`src/rtl/systolic_result_drain.sv`:
```
// Collects 3-row results from the 3x3 systolic array into whole matrices and
// streams the buffered elements out row-major over a valid/ready handshake.
module systolic_result_drain #(
    parameter int unsigned data_size = 8,
    parameter int unsigned DEPTH     = 2
) (
    input  logic                         clk,
    input  logic                         reset,
    input  logic [data_size*6-1:0]       row_in,
    input  logic                         row_valid,
    input  logic                         flush,
    output logic [2*data_size-1:0]       out_data,
    output logic                         out_valid,
    input  logic                         out_ready,
    output logic [1:0]                   out_row,
    output logic [1:0]                   out_col,
    output logic                         out_last,
    output logic [$clog2(DEPTH+1)-1:0]   level,
    output logic                         overflow
);

    localparam int unsigned EW     = 2 * data_size;
    localparam int unsigned LVL_W  = $clog2(DEPTH + 1);
    localparam int unsigned PTR_W  = (DEPTH > 1) ? $clog2(DEPTH) : 1;
    localparam int unsigned SLOTS  = DEPTH * 9;
    localparam int unsigned ADDR_W = $clog2(SLOTS);

    logic [EW-1:0]     mem_q [SLOTS];

    logic [1:0]        wr_row_q, wr_row_d;
    logic              drop_q, drop_d;
    logic [PTR_W-1:0]  wr_ptr_q, wr_ptr_d;
    logic [PTR_W-1:0]  rd_ptr_q, rd_ptr_d;
    logic [3:0]        e_q, e_d;
    logic [LVL_W-1:0]  level_q, level_d;
    logic              overflow_q, overflow_d;

    logic              full;
    logic              wr_en;
    logic              commit;
    logic              xfer;
    logic              xfer_last;
    logic [ADDR_W-1:0] wr_addr;
    logic [ADDR_W-1:0] rd_addr;
    logic [1:0]        e_row;
    logic [1:0]        e_col;

    // Full is only consulted at row 0, where no matrix is in progress.
    assign full      = (level_q == LVL_W'(DEPTH));
    assign wr_en     = row_valid && !flush && !drop_q && !((wr_row_q == 2'd0) && full);
    assign commit    = wr_en && (wr_row_q == 2'd2);
    assign xfer      = (level_q != '0) && out_ready && !flush;
    assign xfer_last = xfer && (e_q == 4'd8);

    assign wr_addr = ADDR_W'(wr_ptr_q) * ADDR_W'(9) + ADDR_W'(wr_row_q) * ADDR_W'(3);
    assign rd_addr = ADDR_W'(rd_ptr_q) * ADDR_W'(9) + ADDR_W'(e_q);

    always_comb begin
        e_row = 2'd0;
        if (e_q >= 4'd6) begin
            e_row = 2'd2;
        end else if (e_q >= 4'd3) begin
            e_row = 2'd1;
        end
        e_col = 2'(e_q - 4'(e_row) * 4'd3);
    end

    always_comb begin
        wr_row_d   = wr_row_q;
        drop_d     = drop_q;
        wr_ptr_d   = wr_ptr_q;
        rd_ptr_d   = rd_ptr_q;
        e_d        = e_q;
        level_d    = level_q;
        overflow_d = overflow_q;

        if (flush) begin
            wr_row_d   = 2'd0;
            drop_d     = 1'b0;
            wr_ptr_d   = '0;
            rd_ptr_d   = '0;
            e_d        = 4'd0;
            level_d    = '0;
            overflow_d = 1'b0;
        end else begin
            // Dropped matrices still advance wr_row so rows 1 and 2 are swallowed.
            if (row_valid) begin
                wr_row_d = (wr_row_q == 2'd2) ? 2'd0 : wr_row_q + 2'd1;
                if (wr_row_q == 2'd2) begin
                    drop_d = 1'b0;
                end else if ((wr_row_q == 2'd0) && full) begin
                    drop_d     = 1'b1;
                    overflow_d = 1'b1;
                end
            end
            if (commit) begin
                wr_ptr_d = (wr_ptr_q == PTR_W'(DEPTH - 1)) ? '0 : wr_ptr_q + PTR_W'(1);
            end
            if (xfer) begin
                e_d = (e_q == 4'd8) ? 4'd0 : e_q + 4'd1;
            end
            if (xfer_last) begin
                rd_ptr_d = (rd_ptr_q == PTR_W'(DEPTH - 1)) ? '0 : rd_ptr_q + PTR_W'(1);
            end
            case ({commit, xfer_last})
                2'b10:   level_d = level_q + LVL_W'(1);
                2'b01:   level_d = level_q - LVL_W'(1);
                default: level_d = level_q;
            endcase
        end
    end

    always_ff @(posedge clk or posedge reset) begin
        if (reset) begin
            wr_row_q   <= 2'd0;
            drop_q     <= 1'b0;
            wr_ptr_q   <= '0;
            rd_ptr_q   <= '0;
            e_q        <= 4'd0;
            level_q    <= '0;
            overflow_q <= 1'b0;
        end else begin
            wr_row_q   <= wr_row_d;
            drop_q     <= drop_d;
            wr_ptr_q   <= wr_ptr_d;
            rd_ptr_q   <= rd_ptr_d;
            e_q        <= e_d;
            level_q    <= level_d;
            overflow_q <= overflow_d;
        end
    end

    // Matrix storage, not reset.
    always_ff @(posedge clk) begin
        if (wr_en) begin
            for (int j = 0; j < 3; j++) begin
                mem_q[wr_addr + ADDR_W'(j)] <= row_in[j*EW +: EW];
            end
        end
    end

    assign out_valid = (level_q != '0);
    assign out_data  = out_valid ? mem_q[rd_addr] : '0;
    assign out_row   = out_valid ? e_row : 2'd0;
    assign out_col   = out_valid ? e_col : 2'd0;
    assign out_last  = out_valid && (e_q == 4'd8);
    assign level     = level_q;
    assign overflow  = overflow_q;

endmodule

```
`config.mk`:
```
export PLATFORM = sky130hd
export DESIGN_NAME = systolic_result_drain
export DESIGN_NICKNAME = d
export VERILOG_FILES = /design/src/rtl/systolic_result_drain.sv
export SDC_FILE = /design/constraint.sdc
export NUM_CORES = 1
export LEC_CHECK = 0
export ABC_AREA = 1
export BUFFER_PORTS_ARGS = -buffer_cell sky130_fd_sc_hd__buf_4
export CORE_ASPECT_RATIO = 0.7
export CORE_MARGIN = 2
export CORE_UTILIZATION = 45
export DETAILED_ROUTE_END_ITERATION = 6
export PLACE_DENSITY = 0.72
export RECOVER_POWER = 25
export REMOVE_ABC_BUFFERS = 1
export SLEW_MARGIN = 20
export SYNTH_ARGS = -nofsm -noshare
export SYNTH_HDL_FRONTEND = slang
export SYNTH_SLANG_ARGS = --single-unit
export TNS_END_PERCENT = 5
```
`constraint.sdc`:
```
create_clock -name clk -period 6.8 [get_ports clk]
set_clock_uncertainty 0.15 [all_clocks]
set_input_delay 0 -clock clk [delete_from_list [all_inputs] [get_ports clk]]
set_output_delay 0 -clock clk [all_outputs]
set_load 0.1 [all_outputs]
```
==> Word level (Yosys, flattened, before mapping) <==
Memories as Yosys holds them, arrays and structs flattened.
Index checks and enable logic that the tools add are counted.
{ "op_classes": {"order_cmp": 2, "n_mux": 28, "addsub": 11, "mul": 4, "n_reduce_logical": 23, "n_eq_ne": 6} }
{ "op_table": {"columns": ["cell", "count"], "rows": [
  ["2-to-1 mux 1 bit", 16],
  ["2-to-1 mux 16 bit", 1],
  ["2-to-1 mux 2 bit", 7],
  ["2-to-1 mux 4 bit", 3],
  ["nonzero test 2 bit", 6],
  ["adder 5 x 4 -> 5 bit", 2],
  ["multiplier 1 x 4 -> 5 bit, second input constant", 2],
  ["logical AND 1 bit", 9],
  ["equality test 2 bit, second input constant", 3],
  ["nonzero test 3 bit", 2],
  ["adder 5 x 1 -> 5 bit, second input constant", 1],
  ["adder 5 x 2 -> 5 bit, second input constant", 1],
  ["adder 2 x 1 -> 2 bit, second input constant", 2],
  ["adder 4 x 1 -> 4 bit, second input constant", 1],
  ["equality test 4 bit, second input constant", 1],
  ["greater-or-equal comparator 4 x 2 -> 1 bit, second input constant", 1],
  ["greater-or-equal comparator 4 x 3 -> 1 bit, second input constant", 1],
  ["multiplier 2 x 2 -> 4 bit, second input constant", 1],
  ["one-hot mux 2 bit (2 select lines)", 1],
  ["zero test 1 bit", 3],
  ["AND reduction 3 bit", 1],
  ["adder 1 bit, second input constant", 2],
  ["equality test 2 x 1 -> 1 bit, second input constant", 1],
  ["zero test 2 bit", 1],
  ["5 further kinds", 5]
]} }
{ "word_totals": {"ramBits": 288, "mem_count": 1, "out_inout_bits": 25, "ff_bits": 12} }
{ "mem_list": {"columns": ["name", "words", "word_bits", "read_ports", "rd_ports_with_merged_regs", "write_ports", "line", "rtl"], "rows": [
  ["mem_q", 18, 16, 1, 0, 3, "28", "logic [EW-1:0] mem_q [SLOTS];"]
]} }

==> Longest topological paths before layout <==
{ "logic_depth": {"ltp_word": 8, "depth_mapped": 16, "ltp_nobuf": 16} }

==> Worst setup path after synthesis <==
OpenSTA, ideal clock, no wires.
{ "synth_path": {"path_type": "register to output", "startpoint": "register level_q[0] (netlist: level[0])", "endpoint": "output port out_data[10]", "arrival_time_ns": 4.203, "setup_slack_ns": 2.447, "path_stages_with_launch": 7, "required_time_ns": 6.650, "n_path_buf": 2, "path_cell_list": "dfrtp_1 -> nor2_1 -> inv_1 -> clkbuf_1 -> clkbuf_1 -> nand2_1 -> a21oi_1"} }
{ "synth_via": {"elab_chain_cells": 2} }
{ "synth_lines": {"columns": ["element", "line", "rtl"], "rows": [
  ["start: declaration", "35", "logic [LVL_W-1:0] level_q, level_d;"],
  ["start signal: assignment", "128", "level_q <= level_d;"],
  ["nonzero test 2 bit", "142", "assign out_valid = (level_q != '0);"],
  ["named net out_valid", "13", "output logic out_valid,"],
  ["2-to-1 mux 16 bit", "143", "assign out_data = out_valid ? mem_q[rd_addr] : '0;"],
  ["end: declaration", "12", "output logic [2*data_size-1:0] out_data,"]
]} }
The timed path passes the listed nets, and every way through them passes these cells.

==> metrics.cfg <==
[status]
status = complete, but fails checks
violations = max-capacitance violations, max-slew violations

[global_route]
grt_pass1_vias = 17525
grt_overflow = 0
track_usage_pct = 31.8
antenna_found_initial = 0
grt_pass1_wl_mm = 108
grt_max_degree = 89

[clock_tree]
clk_path_buf_depth = 3
cts_tree = yes
htree_levels = 1
clock-sinks = 300
cts_root_buffer = clkbuf_16
clkLatencyLatePin_ps = 580
cts_hold_buf = 73
ctsResizeCount = 0
cts_setup_buffers = 0
clk_pin_slew_ps = 60
numCtsBuffers = 31

[layout]
fin_nets = 2633
n_antenna_cell = 0
syn_to_final_growth_pct = 11.6
multiInputGateArea_sq_um = 9310
drive_above_1_share_pct = 7.23
nFillCells = 4068
seq_area_sq_um = 8950

[hold_path]
hp-class = in -> reg

[power_and_ir_drop]
peakVddDrop_mv = 0.212
p_switching_uw = 1860
power_leakage_uw = 0.00875
clkPwrFrac_pct = 32.0
p_int_uw = 3320
p_per_area_nw_per_um2 = 237
pwr-share-comb_pct = 26.8
total_power_uw = 5180
p_sw_share_pct = 35.8
seq_power_share_pct = 41.2

[floorplan]
dieArea_sq_um = 45100
coreArea_sq_um = 42600
ios = 78
start_util_pct = 45.9
rows = 63
die_y_microns = 178
die_x_microns = 253

[timing]
fin_crit_sh_pct = 79.0
fin_crit_ps = 5370
report.final.slew_viol_count = 105
slew_headroom_pct = -33.3
tightest_slew_ps = 2000
rsz0062_at_grt = false
fin_tns_setup_ps = 0
setup_viol = 0
max_freq_mhz = 186
finalHoldViolations = 0

[drt]
route.met2.wl_mm = 30.3
drtIter0Drc = 3003
vias_per_cell = 6.29
top_layer_used = met4
wl_met1_mm = 29.1
num_vias = 19733
avgRoutedWirePerCell_microns = 23.2
antenna_left = 0
drc = 0
wl_met3_mm = 10.5
drt_wl_total_mm = 72.8
firstDrtPassIters = 6

[yosys]
synth-edff-count = 288
yosys.area_share.adder_pct = 1.25
yosysTopAreaCell = edfxtp_1
synth_common_cells = 813 x nand2_1, 440 x nand3_1, 322 x o21ai_0
yosysWarningCount = 0
synth_flop_cell = edfxtp_1
async_flop_share_pct = 4.00
synthCells = 2573
synth_mux_area_share_pct = 0
syn_area_sq_um = 19500
synthTopCellsByArea = edfxtp_1 44%, nand2_1 16%, nand3_1 11%
synth_xor_area_share_pct = 0.486
synth_area_per_cell_sq_um = 7.60
yosysSeqAreaShare_pct = 45.8
synth_top_family_by_area = simple AND/OR/NAND/NOR gates
synth_cell_types = 36
yosys_register_bits = 300
yosysMostFrequentCell = nand2_1
synth_compound_area_share_pct = 16.1
synthSimpleGateAreaFrac_pct = 29.5
synth_top_area_share_pct = 44.2

[critical_path]
critPathMaxFanout = 33
cp.arrival_ps = 5190
reg2reg_setup_slack_ps = 1430
r2r_start = wr_row_q[0]
startpoint = wr_row_q[0]
start_kind = register
crit_end = mem_q[5][14]
path_class = reg -> reg
cp_data_required_time_ps = 6620
reg2reg_depth = 13
reg2reg_to = mem_q[5][14]
critPathCaptureType = register

[placed_design]
place.gp.congestion = 0.957
dpl.hpwl_mm = 47.6
portBuffers = 77

[run]
maxCapViolations = 3

## how the worst min path moves through the flow
| stage | start | endpoint | cells past startpoint |
|---|---|---|---|
| global route | row_valid | wr_row_q[0] | 4 |
| detailed placement | reset | level[0] | 2 |
| floorplan | reset | drop_q | 1 |
| global placement | reset | e_q[0] | 2 |
| CTS | row_valid | wr_row_q[0] | 4 |
| finish | row_valid | wr_row_q[0] | 4 |
## per-layer routing
layer / GRT usage, % / up-vias
met4: 10.7 / 0
met3: 6.04 / 191
met1: 46.4 / 9120
met2: 47.5 / 1576
li1: - / 8846
met5: 0 / -
## worst max-delay path: stages (launching register included)
cell and delay [ps]:
dfrtp_1 400, inv_1 150, ha_1 320, ha_1 230, inv_1 60, nand2_1 120, nand2_1 160, nor2_1 190
nand2_1 90, nand2_1 100, nand2_2 230, nand3_1 150, clkbuf_1 1120, nand3_1 1280
## logic make-up after synthesis
kind of cell | Yosys count
AND/OR/NAND/NOR | 1353
adder cells (fa/ha/maj) | 19
flip-flops | 300
AO/OA/AOI/OAI | 556
buffers and inverters | 335
XOR/XNOR | 10
## power groups by stage
| stage | logic [uW] | registers, uW | clock network [uW] |
|---|---|---|---|
| 6_report | 1390 | 2130 | 1660 |
| 5_1_grt | 1480 | 2140 | 1710 |
| 4_1_cts | 1350 | 2130 | 1650 |
| 3_5_place_dp | 1310 | 2170 | 0 |
| 3_3_place_gp | 1290 | 2170 | 0 |
| 2_1_floorplan | 857 | 2180 | 0 |
## sequential cells by signal (all words and copies together) (netlist names)
signal,cells
level,2
mem_q,288
wr_row_q,2
e_q,4
overflow,1
wr_ptr_q,1
drop_q,1
rd_ptr_q,1
## placed cells by master, fill, tap and decap left out, types with 4 or more instances in the layout
cell and instances:
a21oi_1 82, buf_4 103, clkbuf_1 19, clkbuf_16 31
clkinv_1 11, clkinv_2 9, dfrtp_1 12, dlygate4sd3_1 73
edfxtp_1 288, ha_1 16, inv_1 86, inv_2 9
nand2_1 814, nand2_2 7, nand3_1 437, nand4_1 5
nand4_2 5, nor2_1 55, nor2_2 4, nor3_1 19
o211ai_1 79, o21ai_0 322, o21ai_1 4, o21bai_1 64
xor2_1 4
## metrics by stage
stage	hold slack, ps	utilization [%]	setup WS, ps	instance area (sq um)	instances
5_1_grt	125	51.3	992	21800	3138
3_5_place_dp	-119	47.5	2200	20200	3007
3_3_place_gp	-113	47.5	2400	20200	3007
4_1_cts	96.0	51.4	2200	21900	3138
6_report	116	51.3	1430	21800	3138
2_1_floorplan	-285	-	950	18600	2338
## final cells by class
cell class                      instances  share of cell area (%)
Tap cell                              552                    3.16
Timing Repair Buffer                  190                    7.15
Multi-Input combinational cell       1938                    42.7
Inverter                              100                    1.73
Clock buffer                           37                    3.66
Sequential cell                       300                    41.0
Clock inverter                         21                   0.608
Power figures use the tool's default switching activity.
